[config.mk]
export PLATFORM = sky130hd
export DESIGN_NAME = munch_gamma_pipe
export DESIGN_NICKNAME = d
export VERILOG_FILES = /design/src/rtl/munch_pkg.sv /design/src/rtl/munch_level_scale.sv /design/src/rtl/munch_gamma_pipe.sv
export SDC_FILE = /design/constraint.sdc
export NUM_CORES = 1
export LEC_CHECK = 0
export BUFFER_PORTS_ARGS = -buffer_cell sky130_fd_sc_hd__buf_2
export CORE_UTILIZATION = 60
export DETAILED_ROUTE_END_ITERATION = 6
export GPL_TIMING_DRIVEN = 1
export HOLD_SLACK_MARGIN = 0.05
export PLACE_DENSITY = 0.89
export REMOVE_ABC_BUFFERS = 1
export SYNTH_ARGS = -nofsm -noshare
export SYNTH_HDL_FRONTEND = slang
export SYNTH_SLANG_ARGS = --single-unit
export TNS_END_PERCENT = 1
[constraint.sdc]
create_clock -name clk -period 6.7 [get_ports clk]
set_input_delay 1.34 -clock clk [delete_from_list [all_inputs] [get_ports clk]]
set_output_delay 1.34 -clock clk [all_outputs]
set_load 0.01 [all_outputs]
[src/rtl/munch_pkg.sv]
// Shared definitions for the munch gamma pixel pipe: curve encodings and a bit-reverse helper.
// Pure declarations; no latency, no flow control.
package munch_pkg;

    localparam logic [1:0] MODE_LIN  = 2'd0;
    localparam logic [1:0] MODE_SQR  = 2'd1;
    localparam logic [1:0] MODE_CUBE = 2'd2;
    localparam logic [1:0] MODE_INV  = 2'd3;

    localparam int BITREV_MAX_W = 32;

    // Reverses the low w bits of v; bits at and above w come back as zero.
    function automatic logic [BITREV_MAX_W-1:0] bit_rev(input logic [BITREV_MAX_W-1:0] v,
                                                        input int w);
        logic [BITREV_MAX_W-1:0] r;
        r = '0;
        for (int i = 0; i < BITREV_MAX_W; i++) begin
            for (int j = 0; j < BITREV_MAX_W; j++) begin
                if ((i < w) && (j == w - 1 - i)) begin
                    r[i] = v[j];
                end
            end
        end
        return r;
    endfunction

endpackage

[src/rtl/munch_level_scale.sv]
// Per-channel transfer curve and PWM compare: square, cube, select, then level > cmp.
// Latency 2 cycles from the stage-1 registers; no backpressure, o_lit holds unless i_load.
module munch_level_scale
    import munch_pkg::*;
#(
    parameter int unsigned DEPTH = 8
) (
    input  logic             clk,
    input  logic             resetn,
    input  logic [DEPTH-1:0] i_level,
    input  logic [DEPTH-1:0] i_cmp,
    input  logic [1:0]       i_mode,
    input  logic             i_load,
    output logic             o_lit
);

    logic [2*DEPTH-1:0] w_sq_prod;
    logic [2*DEPTH-1:0] w_cube_prod;
    logic [DEPTH-1:0]   w_cube;
    logic [DEPTH-1:0]   w_sel;

    logic [DEPTH-1:0]   r_level2;
    logic [DEPTH-1:0]   r_sq2;
    logic [DEPTH-1:0]   r_cmp2;
    logic [1:0]         r_mode2;
    logic               r_lit;

    assign w_sq_prod = {{DEPTH{1'b0}}, i_level} * {{DEPTH{1'b0}}, i_level};

    always_ff @(posedge clk) begin
        r_level2 <= i_level;
        r_sq2    <= w_sq_prod[2*DEPTH-1:DEPTH];
        r_cmp2   <= i_cmp;
        r_mode2  <= i_mode;
    end

    assign w_cube_prod = {{DEPTH{1'b0}}, r_sq2} * {{DEPTH{1'b0}}, r_level2};
    assign w_cube      = w_cube_prod[2*DEPTH-1:DEPTH];

    always_comb begin
        w_sel = r_level2;
        case (r_mode2)
            MODE_LIN:  w_sel = r_level2;
            MODE_SQR:  w_sel = r_sq2;
            MODE_CUBE: w_sel = w_cube;
            MODE_INV:  w_sel = ~r_level2;
            default:   w_sel = r_level2;
        endcase
    end

    // i_load is the stage-2 valid, so idle cycles leave the last PWM bit in place.
    always_ff @(posedge clk) begin
        if (!resetn) begin
            r_lit <= 1'b0;
        end else if (i_load) begin
            r_lit <= (w_sel > r_cmp2);
        end
    end

    assign o_lit = r_lit;

endmodule

[src/rtl/munch_gamma_pipe.sv]
// Munch XOR pattern -> per-channel gamma-curved level -> PWM rgb bits for the panel shifter.
// Latency exactly 3 cycles; no backpressure, stages advance every cycle.
module munch_gamma_pipe
    import munch_pkg::*;
#(
    parameter int unsigned DEPTH       = 8,
    parameter int unsigned CHANNELS    = 3,
    parameter int unsigned XY_W        = 6,
    parameter int unsigned FRAME_W     = 13,
    parameter int unsigned SPEED_SHIFT = 2,
    parameter int unsigned CH_OFFSET   = 21,
    parameter logic [1:0]  RESET_MODE  = 2'd0
) (
    input  logic                clk,
    input  logic                resetn,
    input  logic                in_valid,
    input  logic [FRAME_W-1:0]  frame,
    input  logic [DEPTH-1:0]    subframe,
    input  logic [XY_W-1:0]     x,
    input  logic [XY_W-1:0]     y,
    input  logic [1:0]          mode_req,
    output logic                out_valid,
    output logic [CHANNELS-1:0] rgb,
    output logic [1:0]          mode_active
);

    logic [XY_W-1:0]     w_z;
    logic                w_latch;
    logic [1:0]          w_mode;
    logic [DEPTH-1:0]    w_cmp;
    logic [CHANNELS-1:0] w_lit;

    logic [1:0]          r_mode_active;
    logic                r_vld1;
    logic                r_vld2;
    logic                r_vld3;
    logic [DEPTH-1:0]    r_cmp1;
    logic [1:0]          r_mode1;

    assign w_z     = x ^ y ^ frame[SPEED_SHIFT +: XY_W];
    assign w_latch = in_valid && (x == '0) && (y == '0) && (subframe == '0);
    // The latching pixel itself already renders with the requested curve.
    assign w_mode  = w_latch ? mode_req : r_mode_active;
    assign w_cmp   = DEPTH'(bit_rev(BITREV_MAX_W'(subframe), int'(DEPTH)));

    always_ff @(posedge clk) begin
        if (!resetn) begin
            r_mode_active <= RESET_MODE;
            r_vld1        <= 1'b0;
            r_vld2        <= 1'b0;
            r_vld3        <= 1'b0;
        end else begin
            if (w_latch) begin
                r_mode_active <= mode_req;
            end
            r_vld1 <= in_valid;
            r_vld2 <= r_vld1;
            r_vld3 <= r_vld2;
        end
    end

    always_ff @(posedge clk) begin
        r_cmp1  <= w_cmp;
        r_mode1 <= w_mode;
    end

    for (genvar c = 0; c < int'(CHANNELS); c++) begin : g_ch
        localparam int unsigned OFF_RAW = (c * CH_OFFSET) % (1 << XY_W);
        localparam logic [XY_W-1:0] OFF = XY_W'(OFF_RAW);

        logic [XY_W-1:0]  w_zc;
        logic [DEPTH-1:0] w_lvl;
        logic [DEPTH-1:0] r_lvl1;

        assign w_zc = w_z + OFF;

        if (XY_W >= DEPTH) begin : g_trunc
            assign w_lvl = w_zc[XY_W-1 -: DEPTH];
        end else begin : g_pad
            assign w_lvl = {w_zc, {(DEPTH-XY_W){1'b0}}};
        end

        always_ff @(posedge clk) begin
            r_lvl1 <= w_lvl;
        end

        munch_level_scale #(
            .DEPTH (DEPTH)
        ) u_scale (
            .clk     (clk),
            .resetn  (resetn),
            .i_level (r_lvl1),
            .i_cmp   (r_cmp1),
            .i_mode  (r_mode1),
            .i_load  (r_vld2),
            .o_lit   (w_lit[c])
        );
    end

    assign out_valid   = r_vld3;
    assign rgb         = w_lit;
    assign mode_active = r_mode_active;

endmodule
==> metrics.csv <==
metric,value,unit
status,finished clean,
path_cells,and2_1 > fa_1 > inv_1 > fa_1 > fa_1 > inv_1 > ha_1 > a21oi_1 > o21ai_2 > a21oi_1 > o21bai_2 > and3_1 > nor3_1 > ha_1 > a21oi_1 > o22ai_1 > o21ai_0 > a21oi_1 > a2111oi_0 > nor3_1,
globalplace.congestion,0.881,
cp.buffers_inverters,2,
hold_ws,0.328,ns
die_height,126,um
drc,0,
cp_top_family,adder cells,
synth_cell_types,59,
finClkSkew,0.0157,ns
antenna_found_initial,0,
cts_resized,0,
path_max_fanout,16,
start_kind,flop,
yosysSeqAreaShare,18.7,%
path_clk_slew,0.06,ns
cts_root_buf,clkbuf_16,
drtIter0Drc,450,
fin_crit_sh,79.0,%
dieArea,0.0159,sq mm
via_count,7137,
rsz0062_at_grt,false,
synth.cell_area,0.00921,sq mm
ios,44,
area_delta_synth_final,6.63,%
drive_above_1_share,6.50,%
fin_crit,5.29,ns
vias_per_cell,5.73,
fin_tns_setup,0,ns
synth-seq-cells,86,
crit_required,6.91,ns
max-slew-margin-rel,46.8,%
fmax,0.189,GHz
grt_max_degree,34,
nFillCells,1110,
num_rows,44,
final_common_cell,inv_1,
crit_type,reg -> reg,
endpoint_kind,flop,
hold_buffers,0,
routed_wl,19500,um
cp_common_cell,a21oi_1,
worstPathArrival,5.50,ns
synth_cells,1031,
finalSetupViolations,0,
async_reset_ff_share,0,%
start_util,62.4,%
hold_viol_final,0,
grt_usage,26.3,%
dr.pass1.iters,5,
ys.flop_type,dfxtp_1,
cts_buffer_depth,2,
worst_slew_pin_slew,0.797,ns
h-tree-depth,3,
clock-sinks,86,
cpPeakStageDelay,0.69,ns
synth-edff-count,0,
grt.overflow.total,0,
tritoncts,yes,
die_x,126,um
placement.io_buffers,36,
avgSynthCellArea,8.93,sq um
grt_pass1_vias,7277,
critPathSlowestCell,dfxtp_1,
grt_pass1_wl,33600,um
insertion_delay,0.35,ns
n_antenna_cell,0,
numCtsBuffers,9,
cts_setup_buffers,0,
fin_util,66.6,%
dpl.hpwl,15200,um
core_area,0.0148,sq mm
layout_common_cells,"inv_1, and2_1, ha_1",
synth_warnings,0,
worstHoldPathType,reg -> reg,
drtAntennaViolNets,0,
wl_per_cell,15.7,um
slew_violations,0,
cap_violations,0,
nets,1310,
cells in the mapped netlist, types with 4 or more instances:
cell type	instances	share of area, %
ha_1	120	16
o21a_1	9	0.73
dfxtp_1	86	19
a31oi_1	7	0.48
nor4_1	6	0.41
nand2_1	76	3.1
mux2i_1	10	1.1
xor2_1	12	1.1
nand3_1	17	0.92
inv_1	174	7.1
a21oi_1	40	2.2
a211oi_1	9	0.73
clkbuf_1	18	0.73
nand4_1	8	0.54
nor3_1	18	0.98
o41a_1	6	0.73
o21ai_0	18	0.98
mux2_2	5	0.61
xnor2_1	43	4.1
and3_1	10	0.68
fa_1	96	21
nor2_1	39	1.6
a21o_1	8	0.65
o211ai_1	4	0.33
and2_1	121	8.2
nor2b_1	16	1.1
cell type report:
cell class	instances	area [sq um]	area share (%)
tap	184	230	2.34
multi-input combinational	746	6730	68.5
clock inverter	6	51.3	0.522
sequential	86	1720	17.5
inverter	175	657	6.69
clock buffer	10	239	2.43
timing repair buffer	38	195	1.99
registers in the layout (all words and copies together), names as in the netlist, 2 cells and up:
signal / count
g_ch.u_scale.r_mode2: 2
g_ch.u_scale.o_lit: 3
g_ch.u_scale.r_level2: 17
g_ch.r_lvl1: 17
r_cmp1: 8
g_ch.u_scale.r_sq2: 24
r_mode1: 2
mode_active: 2
g_ch.u_scale.r_cmp2: 8
path summary, 6_finish.rpt:
| kind | slack [ns] | from | cells past startpoint | to |
|---|---|---|---|---|
| max | 1.41 | g_ch[2].u_scale.r_level2[2] | 20 | g_ch[2].u_scale.o_lit |
| min | 0.33 | r_cmp1[0] | 0 | g_ch[2].u_scale.r_cmp2[0] |
| max reg2reg | 1.41 | g_ch[2].u_scale.r_level2[2] | 20 | g_ch[2].u_scale.o_lit |
| min reg2reg | 0.33 | r_cmp1[0] | 0 | g_ch[2].u_scale.r_cmp2[0] |
through the flow:
| stage | setup slack (ns) | instances | area, sq um |
|---|---|---|---|
| floorplan | 2.16 | 1007 | 9110 |
| global placement | 1.70 | 1229 | 9530 |
| detailed placement | 1.50 | 1229 | 9530 |
| CTS | 1.46 | 1245 | 9820 |
| global route | 1.13 | 1245 | 9820 |
| finish | 1.41 | 1245 | 9820 |
layer usage:
| layer | vias to the layer above | global-route usage, % | routed length (um) |
|---|---|---|---|
| li1 | 3418 | - | - |
| met1 | 3459 | 32.0 | 8200 |
| met2 | 227 | 47.9 | 9930 |
| met3 | 33 | 3.27 | 946 |
| met4 | 0 | 9.28 | 413 |
| met5 | - | 0 | 0 |
cells by family (layout without fill, tap and decap cells):
family,count (synthesis),count (layout),synth area share [%]
AOI/OAI and AO/OA,135,135,10.1
and+or+nand+nor,325,325,18.9
buffers and inverters,199,229,8.27
DFF,86,86,18.7
xor gates and xnor gates,55,55,5.23
muxes,15,15,1.70
adders and majority gates,216,216,37.2
Power is left out: the tool's default activity adds up to more than one toggle a clock period on the data nets, which glitch-free logic cannot reach.
